--- config.mk ---
export PLATFORM = sky130hd
export DESIGN_NAME = mem_port_arbiter
export DESIGN_NICKNAME = d
export VERILOG_FILES = /design/src/rtl/mem_arb_pkg.sv /design/src/rtl/mem_port_arbiter.sv
export SDC_FILE = /design/constraint.sdc
export NUM_CORES = 1
export LEC_CHECK = 0
export CAP_MARGIN = 10
export CORE_ASPECT_RATIO = 2
export CORE_MARGIN = 8
export CORE_UTILIZATION = 22
export CTS_CLUSTER_DIAMETER = 30
export DETAILED_ROUTE_END_ITERATION = 10
export GPL_TIMING_DRIVEN = 0
export PLACE_DENSITY = 0.83
export SETUP_SLACK_MARGIN = 0.3
export SYNTH_ARGS = -nofsm -noshare
export SYNTH_HDL_FRONTEND = slang
export SYNTH_SLANG_ARGS = --single-unit
--- constraint.sdc ---
create_clock -name clk -period 2.87 [get_ports clk]
set_clock_uncertainty 0.15 [all_clocks]
set_input_delay 0.574 -clock clk [delete_from_list [all_inputs] [get_ports clk]]
set_output_delay 0.574 -clock clk [all_outputs]
set_load 0.01 [all_outputs]
--- src/rtl/mem_arb_pkg.sv ---
// Shared types and widths for the unified-memory port arbiter.
package mem_arb_pkg;

   typedef enum logic [1:0] {
      OWN_NONE = 2'd0,
      OWN_IF   = 2'd1,
      OWN_DM   = 2'd2
   } owner_e;

   localparam int MEM_DATA_W = 32;
   localparam int MEM_BE_W   = 4;

endpackage

--- src/rtl/mem_port_arbiter.sv ---
// Fetch/data arbiter for one synchronous-read memory: combinational grant, read data one cycle later.
// Data wins unless a fetch has waited MAX_DM_RUN data grants; the loser holds its request (fetch sees stall_o).
module mem_port_arbiter
   import mem_arb_pkg::*;
#(
   parameter int ADDR_W     = 10,
   parameter int MAX_DM_RUN = 4
) (
   input  logic                    clk,
   input  logic                    rst,
   input  logic                    if_req_i,
   input  logic [ADDR_W-1:0]       if_addr_i,
   output logic                    if_gnt_o,
   output logic                    if_rvalid_o,
   output logic [MEM_DATA_W-1:0]   if_rdata_o,
   input  logic                    if_flush_i,
   input  logic                    dm_req_i,
   input  logic                    dm_we_i,
   input  logic [ADDR_W-1:0]       dm_addr_i,
   input  logic [MEM_BE_W-1:0]     dm_be_i,
   input  logic [MEM_DATA_W-1:0]   dm_wdata_i,
   output logic                    dm_gnt_o,
   output logic                    dm_rvalid_o,
   output logic [MEM_DATA_W-1:0]   dm_rdata_o,
   output logic                    stall_o,
   output logic                    mem_en_o,
   output logic                    mem_we_o,
   output logic [MEM_BE_W-1:0]     mem_be_o,
   output logic [ADDR_W-3:0]       mem_addr_o,
   output logic [MEM_DATA_W-1:0]   mem_wdata_o,
   input  logic [MEM_DATA_W-1:0]   mem_rdata_i
);

   localparam logic [3:0] RUN_MAX = 4'(MAX_DM_RUN);

   logic [3:0] run_cnt_q, run_cnt_d;
   owner_e     owner_q, owner_d;
   logic       fetch_wins;

   // Byte offsets are dropped on the word-addressed memory side.
   logic       unused_addr_lsbs;
   assign unused_addr_lsbs = ^{if_addr_i[1:0], dm_addr_i[1:0]};

   always_comb begin
      fetch_wins  = if_req_i && (run_cnt_q == RUN_MAX);
      dm_gnt_o    = rst && dm_req_i && !fetch_wins;
      if_gnt_o    = rst && if_req_i && !dm_gnt_o;
      stall_o     = rst && if_req_i && !if_gnt_o;

      mem_en_o    = 1'b0;
      mem_we_o    = 1'b0;
      mem_be_o    = '0;
      mem_addr_o  = '0;
      mem_wdata_o = '0;
      if (dm_gnt_o) begin
         mem_en_o    = 1'b1;
         mem_we_o    = dm_we_i;
         mem_be_o    = dm_we_i ? dm_be_i : 4'hF;
         mem_addr_o  = dm_addr_i[ADDR_W-1:2];
         mem_wdata_o = dm_we_i ? dm_wdata_i : '0;
      end else if (if_gnt_o) begin
         mem_en_o    = 1'b1;
         mem_be_o    = 4'hF;
         mem_addr_o  = if_addr_i[ADDR_W-1:2];
      end

      // A waiting fetch is what the run counter measures; no waiting fetch, no run.
      run_cnt_d = run_cnt_q;
      if (!if_req_i || if_gnt_o) begin
         run_cnt_d = '0;
      end else if (dm_gnt_o && (run_cnt_q < RUN_MAX)) begin
         run_cnt_d = run_cnt_q + 4'd1;
      end

      owner_d = OWN_NONE;
      if (if_gnt_o) begin
         owner_d = OWN_IF;
      end else if (dm_gnt_o && !dm_we_i) begin
         owner_d = OWN_DM;
      end

      // Flush kills only the response already in flight, not a grant made this cycle.
      if_rvalid_o = (owner_q == OWN_IF) && !if_flush_i;
      dm_rvalid_o = (owner_q == OWN_DM);
      if_rdata_o  = if_rvalid_o ? mem_rdata_i : '0;
      dm_rdata_o  = dm_rvalid_o ? mem_rdata_i : '0;
   end

   always_ff @(posedge clk or negedge rst) begin
      if (!rst) begin
         run_cnt_q <= '0;
         owner_q   <= OWN_NONE;
      end else begin
         run_cnt_q <= run_cnt_d;
         owner_q   <= owner_d;
      end
   end

endmodule

* Yosys cells after proc, flatten, opt, wreduce, memory -nomap -nowiden
Index checks and enable logic that the tools add are counted.
Widths: inputs -> output; s select.
** Word-level totals
- Flip-flop bits (word level) :: 6
- Bits of input ports :: 94
- Output and inout port bits :: 115
- Logic and storage cells :: 40
** Cells by class
- Add/subtract/negate cells :: 1
- Magnitude comparators :: 1
- Eq/ne operators :: 3
- Multiplexer cells :: 16
- Reductions and logical operators :: 17
** Operators with widths (number)
- $mux 32 :: 4
- $mux 4 :: 5
- $mux 8 :: 2
- $logic_and 1x1->1 :: 9
- $logic_not 1->1 :: 6
- $add 4x1->4 const B :: 1
- $eq 4x3->1 const B :: 1
- $lt 4x3->1 const B :: 1
- $mux 2 :: 2
- $mux 1 :: 3
- $eq 2x1->1 const B :: 1
- $eq 2x2->1 const B :: 1
- $reduce_bool 2->1 :: 1
- $logic_or 1x1->1 :: 1

* Longest topological paths before layout
- Word-level depth :: 8
- Gate-level depth with buffers :: 7
- Depth with buffers taken out :: 6

* Least setup slack after synthesis
No wires, ideal clock.
- Path type :: register to output
- Start point :: register run_cnt_q[0]
- End point :: output mem_addr_o[0]
- Arrival time :: 1.399 ns
- Setup slack :: 0.747 ns
- Stages on the path, launching flop included :: 6
- Path buffers :: 0
- Cells stage by stage :: dfrtp_1 -> inv_1 -> ha_1 -> nand3b_1 -> a21oi_2 -> a22o_1
** Between the ends
- Cells in the longest elaborated chain, start to end :: 8
** RTL lines
- start: declaration :: RTL line mem_port_arbiter.sv:36 : logic [3:0] run_cnt_q, run_cnt_d;
- start signal: assignment :: RTL line mem_port_arbiter.sv:94 : run_cnt_q <= run_cnt_d;
- $eq 4x3->1 :: RTL line mem_port_arbiter.sv:45 : fetch_wins = if_req_i && (run_cnt_q == RUN_MAX);
- $logic_and 1x1->1 :: RTL line mem_port_arbiter.sv:45
- $logic_not 1->1 :: RTL line mem_port_arbiter.sv:46 : dm_gnt_o = rst && dm_req_i && !fetch_wins;
- $logic_and 1x1->1 :: RTL line mem_port_arbiter.sv:46
- $logic_not 1->1 :: RTL line mem_port_arbiter.sv:47 : if_gnt_o = rst && if_req_i && !dm_gnt_o;
- $logic_and 1x1->1 :: RTL line mem_port_arbiter.sv:47
- net if_gnt_o :: RTL line mem_port_arbiter.sv:13 : output logic if_gnt_o,
- $mux 8 :: RTL line mem_port_arbiter.sv:61 : end else if (if_gnt_o) begin
- $mux 8 :: RTL line mem_port_arbiter.sv:55 : if (dm_gnt_o) begin
- end: declaration :: RTL line mem_port_arbiter.sv:29 : output logic [ADDR_W-3:0] mem_addr_o,
The timed path passes the listed nets, and every way through them passes these cells.

* Final worst setup path
- Start point :: register run_cnt_q[1]
- End point :: output mem_addr_o[7]
** Between the ends
- Cells in the longest elaborated chain, start to end :: 8
** RTL lines (RTL line)
- $eq 4x3->1 * :: mem_port_arbiter.sv:45
- $logic_and 1x1->1 * :: mem_port_arbiter.sv:45
- $logic_not 1->1 * :: mem_port_arbiter.sv:46
- $logic_and 1x1->1 * :: mem_port_arbiter.sv:46
- $logic_not 1->1 :: mem_port_arbiter.sv:47
- $logic_and 1x1->1 :: mem_port_arbiter.sv:47
- $mux 8 :: mem_port_arbiter.sv:61
- $mux 8 * :: mem_port_arbiter.sv:55
Every way passes the cells marked *; elsewhere a longest branch is shown, timed or not.

==> impl_metrics.yaml <==
logic_synthesis:
  yosysSeqAreaShare_pct: 13.1
  synth-simple-area-share_pct: 64.9
  syn_nets: 253
  synth_top_area_share_pct: 52.5
  synth_warnings: 0
  yosysTopAreaCell: "and2_1"
  muxShareOfSynthArea_pct: 0
  synth.area.top_cells: "and2_1 (52%), dfrtp_1 (13%), a22o_1 (6.1%)"
  synth_fa_ha_area_share_pct: 2.19
  ys_ff_latch: 6
  synthXorXnorAreaFrac_pct: 0
  yosysMostFrequentCell: "and2_1"
  async_flop_share_pct: 100
  synth-edff-count: 0
  synth_top_family_by_area: "simple AND/OR/NAND/NOR gates"
  synthCells: 157
  synth_compound_area_share_pct: 13.8
  synth_cell_types: 28
  synthFlopType: "dfrtp_1"
  syn_avg_cell_area_um2: 7.29
  netlist_top_cells_count: "and2_1 (96), a22o_1 (8), dfrtp_1 (6)"
  syn-cell-area_um2: 1140
critical_path:
  crit_arrival_ps: 1820
  critPathKind: "reg -> out"
  crit_path_end_kind: "primary output"
  required_ps: 2150
  startpoint_type: "register"
  cp_max_fo: 3
timing:
  setup_slack_ps: 324
  tightest_slew_ps: 264
  final_max_slew_viol_count: 0
  whs_ps: 38.4
  fin_crit_ps: 2550
  maxSlewHeadroom_pct: 82.4
  max_freq_mhz: 393
  setup_viol: 0
  fin_setup_tns_ps: 0
  hold_violations: 0
  rsz0062_at_grt: "true"
  period_share_pct: 88.7
cts:
  clockBufferDepth: 2
  cts_made_buffers: 3
  cts_tree: "done"
  insertion_delay_ps: 220
  path_clk_slew_ps: 40
  cts.sinks: 6
  root_buffer: "clkbuf_8"
  h-tree-depth: 1
final_layout:
  syn2layout_area_growth_pct: 196
  fin_area_um2: 3380
  diodes: 0
  drive_above_1_share_pct: 19.5
  num-nets-final: 482
  final_util_pct: 66.5
job:
  drv_cap: 0
route:
  ant_nets: 0
  first_pass_iters: 4
  via_per_inst: 4.38
  totalWireLength_um: 7300
  drt_iter0_drc: 48
  routedWlPerCell_um: 16.5
  remaining_drc_errors: 0
  vias: 1937
global_routing:
  grt_pass1_vias: 2009
  overflow: 0
  grt_max_degree: 15
  antenna_found_initial: 0
  grt_pass1_wl_um: 10500
  grtUsageTotal_pct: 16.7
floorplan:
  die_h_um: 118
  rows: 37
  start_util_pct: 22.5
  die_x_um: 67.0
  io_pins: 209
  core_um2: 5090
  die-area_um2: 7910
placement:
  portBuffers: 204
  place.gp.congestion: 0.834
  place_area_um2: 3260
  dpl.hpwl_um: 6210
  dpl_worst_slack_ps: -545
power_and_ir_drop:
  power.density_nw_per_um2: 156
  vdd_drop_max_uv: 233
  leakagePower_nw: 1.70
status:
  status: "finished clean"
min_path:
  min_path_type: "in -> async"
==> sequential cells by signal, summed over array words and instances (netlist names) <==
name,count
owner_q,2
run_cnt_q,4
==> stage by stage <==
stage | power, mW | std cells
5_1_grt | 0.557 | 442
2_1_floorplan | 0.174 | 157
3_5_place_dp | 0.404 | 419
4_1_cts | 0.527 | 435
3_3_place_gp | 0.399 | 419
6_report | 0.526 | 442
==> report_power, final <==
| group | leakage (nW) | total (mW) | switching [mW] | internal [mW] |
|---|---|---|---|---|
| registers | 0.0821 | 0.0895 | 0.00209 | 0.0874 |
| logic | 1.60 | 0.314 | 0.108 | 0.206 |
| clock network | 0.0216 | 0.123 | 0.0330 | 0.0898 |
| total | 1.70 | 0.526 | 0.143 | 0.383 |
==> kinds of logic (layout without fill, tap and decap cells) <==
logic type	count (synthesis)	in the layout
AO/OA/AOI/OAI	20	21
buffers and inverters	15	241
flip-flops	6	6
AND/OR/NAND/NOR	114	114
adder cells (fa/ha/maj)	2	2
==> final timing paths <==
kind                                    from            end  slack [ps]  cells past startpoint
worst max-delay path            run_cnt_q[1]  mem_addr_o[7]         320                      8
max in group asynchronous                rst   run_cnt_q[3]        2380                      1
worst max register to register  run_cnt_q[1]     owner_q[0]        1190                      8
min in group clk                run_cnt_q[0]   run_cnt_q[0]         460                      3
worst min register to register  run_cnt_q[0]   run_cnt_q[0]         460                      3
worst min-delay path                     rst   run_cnt_q[2]          40                      1
==> cell type report <==
class / count / area, µm²
flip-flops and latches: 6 / 150
inverters: 6 / 22.5
repair buffers: 223 / 2040
clock buffers: 3 / 41.3
multi-input cells: 137 / 983
plain buffers: 9 / 78.8
well taps: 58 / 72.6
fillers: 449 / 1710
==> repair_timing <==
action                                 CTS  global route
pin swaps                                4             3
setup endpoints to repair              102            61
gates resized for setup                116            71
cloned                                   2             0
endpoints found under the hold margin    0             0
hold buffers                             0             0
buffers inserted                        11             7
==> layer usage <==
layer	part of all wire, %	track usage [%]	wire length, µm	vias to the layer above
met3	10	4.29	729	10
li1	-	-	-	963
met2	55	32.1	4000	120
met4	1.9	4.74	138	0
met1	33	15.9	2430	844
met5	0	0	0	-
==> critical path, stage by stage (launching register included) <==
cell and delay, ps:
dfrtp_1 400, inv_2 90, ha_4 150, nand3b_1 210, a21oi_4 190, buf_4 130
buf_4 100, a22o_1 110, clkdlybuf4s15_1 240
==> placed cells by master, fill, tap and decap left out, types with 2 or more instances in the layout <==
cell / count
buf_2: 4
buf_4: 20
clkdlybuf4s15_1: 15
nand2_1: 3
and2_1: 96
clkbuf_8: 6
a21oi_4: 2
dfrtp_1: 6
nor2_1: 3
buf_6: 2
clkbuf_2: 25
inv_1: 2
clkdlybuf4s50_1: 121
o21a_1: 5
dlymetal6s2s_1: 6
a31oi_1: 2
clkdlybuf4s15_2: 2
a22o_1: 8
dlygate4sd2_1: 33
inv_2: 4
Note: power is estimated with default switching activity, not from simulation.
